<file path="config.mk">
export PLATFORM = sky130hd
export DESIGN_NAME = input_feature_packer
export DESIGN_NICKNAME = d
export VERILOG_FILES = /design/src/rtl/input_feature_packer.sv
export SDC_FILE = /design/constraint.sdc
export NUM_CORES = 1
export LEC_CHECK = 0
export ABC_AREA = 1
export BUFFER_PORTS_ARGS = -buffer_cell sky130_fd_sc_hd__buf_4
export CORE_UTILIZATION = 52
export DETAILED_ROUTE_END_ITERATION = 12
export PLACE_DENSITY = 0.89
export SLEW_MARGIN = 20
export SYNTH_ARGS = -nofsm -noshare
export SYNTH_HDL_FRONTEND = slang
export SYNTH_SLANG_ARGS = --single-unit
</file>
<file path="constraint.sdc">
create_clock -name clk -period 1.35 [get_ports clk]
set_input_delay 0.0675 -clock clk [delete_from_list [all_inputs] [get_ports clk]]
set_output_delay 0.0675 -clock clk [all_outputs]
set_load 0.02 [all_outputs]
</file>
<file path="src/rtl/input_feature_packer.sv">
// input_feature_packer: quantizes signed features to 2-bit codes and packs
// NUM_FEATURES codes into one vector behind a registered valid/ready port.
// One assembly buffer plus the output register form a two-deep pipeline, so
// the next vector fills while the previous one waits for the consumer.
module input_feature_packer #(
  parameter int                     NUM_FEATURES = 16,
  parameter int                     IN_W         = 16,
  parameter logic signed [IN_W-1:0] TH0          = IN_W'(-256),
  parameter logic signed [IN_W-1:0] TH1          = IN_W'(0),
  parameter logic signed [IN_W-1:0] TH2          = IN_W'(256)
) (
  input  logic                      clk,
  input  logic                      rst_n,
  input  logic                      s_valid,
  output logic                      s_ready,
  input  logic [IN_W-1:0]           s_data,
  input  logic                      s_last,
  output logic                      m_valid,
  input  logic                      m_ready,
  output logic [2*NUM_FEATURES-1:0] m_data,
  output logic                      err_len
);

  localparam int IDX_W = $clog2(NUM_FEATURES);
  localparam int DW    = 2 * NUM_FEATURES;
  localparam logic [IDX_W-1:0] IDX_LAST = IDX_W'(NUM_FEATURES - 1);

  // FILL: accepting features into the assembly buffer.
  // FULL: assembly buffer holds a complete vector waiting for the output.
  typedef enum logic {FILL, FULL} state_t;

  state_t           state_reg, state_next;
  logic [IDX_W-1:0] idx_reg, idx_next;
  logic [DW-1:0]    asm_reg, asm_next;
  logic [DW-1:0]    asm_ins;
  logic [DW-1:0]    m_data_reg, m_data_next;
  logic             m_valid_reg, m_valid_next;
  logic             err_reg, err_next;
  logic             s_ready_reg;
  logic [1:0]       code;
  logic             accept;
  logic             last_pos;
  logic             drain;
  logic             out_free;

  // Quantize the incoming feature against the three signed thresholds.
  always_comb begin
    code = 2'd3;
    if ($signed(s_data) < TH0)      code = 2'd0;
    else if ($signed(s_data) < TH1) code = 2'd1;
    else if ($signed(s_data) < TH2) code = 2'd2;
  end

  // Assembly buffer with the current code dropped into slot idx.
  generate
    for (genvar gi = 0; gi < NUM_FEATURES; gi++) begin : g_slot
      assign asm_ins[2*gi+1:2*gi] = (idx_reg == IDX_W'(gi)) ? code : asm_reg[2*gi+1:2*gi];
    end
  endgenerate

  assign accept   = s_valid && s_ready_reg;
  assign last_pos = (idx_reg == IDX_LAST);
  assign drain    = m_valid_reg && m_ready;
  assign out_free = !m_valid_reg || m_ready;

  // Next-state, assembly, commit and framing-error decisions.
  always_comb begin
    state_next   = state_reg;
    idx_next     = idx_reg;
    asm_next     = asm_reg;
    m_data_next  = m_data_reg;
    m_valid_next = m_valid_reg;
    err_next     = 1'b0;

    if (drain) m_valid_next = 1'b0;

    case (state_reg)
      FILL: begin
        if (accept) begin
          if (last_pos) begin
            // Vector complete; a missing s_last is flagged but the vector still goes out.
            idx_next = '0;
            err_next = !s_last;
            if (out_free) begin
              m_data_next  = asm_ins;
              m_valid_next = 1'b1;
              asm_next     = '0;
            end else begin
              asm_next   = asm_ins;
              state_next = FULL;
            end
          end else if (s_last) begin
            // Short frame: drop the partial vector.
            err_next = 1'b1;
            asm_next = '0;
            idx_next = '0;
          end else begin
            asm_next = asm_ins;
            idx_next = idx_reg + 1'b1;
          end
        end
      end
      FULL: begin
        if (drain) begin
          m_data_next  = asm_reg;
          m_valid_next = 1'b1;
          asm_next     = '0;
          state_next   = FILL;
        end
      end
      default: state_next = FILL;
    endcase
  end

  // State and datapath registers; s_ready is registered so it stays low through reset.
  always_ff @(posedge clk or negedge rst_n) begin
    if (!rst_n) begin
      state_reg   <= FILL;
      idx_reg     <= '0;
      asm_reg     <= '0;
      m_data_reg  <= '0;
      m_valid_reg <= 1'b0;
      err_reg     <= 1'b0;
      s_ready_reg <= 1'b0;
    end else begin
      state_reg   <= state_next;
      idx_reg     <= idx_next;
      asm_reg     <= asm_next;
      m_data_reg  <= m_data_next;
      m_valid_reg <= m_valid_next;
      err_reg     <= err_next;
      s_ready_reg <= (state_next == FILL);
    end
  end

  assign s_ready = s_ready_reg;
  assign m_valid = m_valid_reg;
  assign m_data  = m_data_reg;
  assign err_len = err_reg;

endmodule

</file>
==> qor.txt <==
# nets final -> 622
Via density -> 5.66
Cell variety after synth -> 28
Slew HR -> 73.4%
Chip Width -> 88.1 µm
row cnt -> 31
flops & latches, synth -> 72
pwr dens -> 1660 nW/µm²
CTS root buf -> clkbuf_8
area leader, netlist -> dfrtp_1
Layout fillers -> 465
ANT cells -> 0
status -> finished with violations
Yosys Warn Count -> 0
Pleak -> 0.00272 µW
GRT Max-Usage Layer -> met2
Pwr Total -> 9130 µW
Setup TNS -> -7.36 ns
DRT Pass-1 Iters -> 7
routing usage on met2 -> 51.7%
Slew Limit Fails -> 0
pre-CTS setup slack -> -0.244 ns
post-synthesis sequential area ratio -> 46.7%
clock latency on the worst-skew pair -> 0.37 ns
CP most frequent cell -> nand2_4
Seq. cell area -> 1810 µm²
FF-to-FF setup slack -> -0.17 ns
initial antenna violation count -> 0
Reg2Reg Launch Point -> idx_reg[3]
Worst-Margin Slew -> 0.400 ns
Final Cell Area -> 5500 µm²
max-cap violation count -> 0
layout cells sized above 1 -> 41.3%
Clock transition at path regs -> 0.08 ns
Mapped Area -> 3860 µm²
grt met3 use -> 5.28%
ys flop type -> dfrtp_1
# DRC -> 0
critical path type -> register to register
CP max stage cell -> dfrtp_2
fin crit share -> 113%
Antenna Nets Post-Route -> 0
pin count of the biggest net entering global routing -> 33
wire per inst -> 16.9 µm
Core Area -> 7210 µm²
Post-synth EDFFs -> 0
global-route wire length before repair -> 17600 µm
Synth Instances -> 509
Initial Util -> 53.5%
Worst setup SP type -> register
GRT overflow -> 0
maximum root-to-sink buffer count -> 2
clock sinks -> 72
Worst Hold Endpoint -> idx_reg[2]
worst r2r path cells -> 9
Worst Path Buf+Inv -> 3
htree depth -> 3
final worst slack -> -0.175 ns
gpl congestion -> 0.885
cell family with most CP delay -> flip-flops
hold path start -> s_last
Max Clk Rate -> 0.656 GHz
maximum vdd drop -> 0.978 mV
grt met1 use -> 34.5%
Crit. End Element -> register
Commonest cells post-synth -> 164 x nand2_1, 72 x dfrtp_1, 59 x inv_1, 58 x nor2_1, 28 x a21oi_1
# IOs -> 56
asr flop ratio synth -> 100%
Synth top area share -> 46.7%
DR vias -> 3963
TritonCTS clock tree -> built
required time of the critical path -> 1.60 ns
Synth Net Count -> 535
Overall Global Routing Usage -> 30.2%
Die Y -> 88.1 µm
crit path max fanout -> 8
DRT iter0 DRCs -> 315
Avg Inst Size Synth -> 7.58 µm²
port bufs -> 47
most common cell in the synthesized netlist -> nand2_1
Area after DPL -> 4610 µm²
Area Overhead vs Synth -> 42.6%
CP cell instances -> nand2_4, inv_2, nand2_8, nand2_4, nand3_4, buf_6, buf_12, nand2_2, nand2_1
Final min period -> 1.52 ns
synth top area cells -> dfrtp_1 47%, nand2_1 16%, inv_1 5.7%
Setup violations, final -> 65
hold crit path type -> input port to register
CP arrival -> 1.77 ns
final non-filler cell total -> 700
Placed Cells incl. Taps -> 670
final hold vios -> 0
total CTS buffers -> 9
critical path's largest stage delay -> 0.48 ns
final wirelength -> 11800 µm
number of global-route vias before repair -> 3861
post-DP HPWL -> 6780 µm
WHS Path Cells -> 4
Die ar. -> 7760 µm²
clock skew -> 0.00537 ns
failing checks -> negative setup slack
RSZ-0062 raised after global routing -> true
reg2reg end -> m_data[21]
area of the multi-input gates -> 2110 µm²
kinds of logic (layout without fill, tap and decap cells):
logic type	after synthesis	after routing	share of synthesized area (%)
AO/OA/AOI/OAI	98	98	15.4
adder cells (fa/ha/maj)	5	5	1.62
buffers and inverters	87	179	10.5
flip-flops	72	72	46.7
AND/OR/NAND/NOR	247	247	25.7
repair_timing:
action / CTS / global route
gates resized for setup: 95 / 71
hold endpoints to repair: 60 / 0
cloned: 2 / 0
pin swaps: 17 / 27
setup buffers: 9 / 1
setup endpoints to repair: 68 / 68
hold buffers: 2 / 0
worst register-to-register path: stages (launching register included):
cell,delay [ns]
dfrtp_2,0.48
nand2_4,0.07
inv_2,0.11
nand2_8,0.08
nand2_4,0.08
nand3_4,0.12
buf_6,0.18
buf_12,0.15
nand2_2,0.07
nand2_1,0.07
cell usage in the layout (no fill, tap or decap), types with 14 or more instances in the layout:
| cell type | count |
|---|---|
| o21ai_2 | 25 |
| o21ai_1 | 14 |
| a21oi_2 | 16 |
| nand2_2 | 22 |
| nand2_1 | 137 |
| buf_4 | 78 |
| inv_2 | 15 |
| dfrtp_1 | 66 |
| inv_1 | 43 |
| nor2_1 | 41 |
per-stage QoR:
stage                     hold slack, ns  utilization [%]
after floorplan                   -0.228                -
after global placement            0.0219             63.9
after detailed placement          0.0208             63.9
after CTS                         0.0350             72.7
after global routing              0.0856             76.2
final                             0.0741             76.2
metal layers:
metal	share of wire [%]	vias up
met1	38	1935
met4	5.2	0
met2	52	188
met5	0	-
met3	5.5	57
li1	-	1783
report_power, final:
| part | switching [µW] | internal [µW] | leakage, µW |
|---|---|---|---|
| logic | 2270 | 1660 | 0.00165 |
| registers | 449 | 2680 | 0.000947 |
| clock network | 877 | 1200 | 0.000123 |
final cells by class:
class	count	area share (%)
Sequential cell	72	32.9
Clock inverter	4	1.34
Timing Repair Buffer	99	17.4
Tap cell	99	2.25
Clock buffer	12	3.00
Inverter	64	4.76
Multi-Input combinational cell	350	38.3
how the worst max path moves through the flow:
stage | cells after the start | startpoint | slack (ns) | end
after floorplan | 8 | s_ready | -0.02 | m_data[30]
after global placement | 9 | idx_reg[0] | -0.16 | m_data[29]
after detailed placement | 7 | idx_reg[1] | -0.24 | m_data[3]
after CTS | 9 | idx_reg[1] | -0.10 | m_data[26]
after global routing | 8 | idx_reg[0] | -0.25 | m_data[15]
final | 9 | idx_reg[3] | -0.17 | m_data[21]
Note: power is estimated with default switching activity, not from simulation.
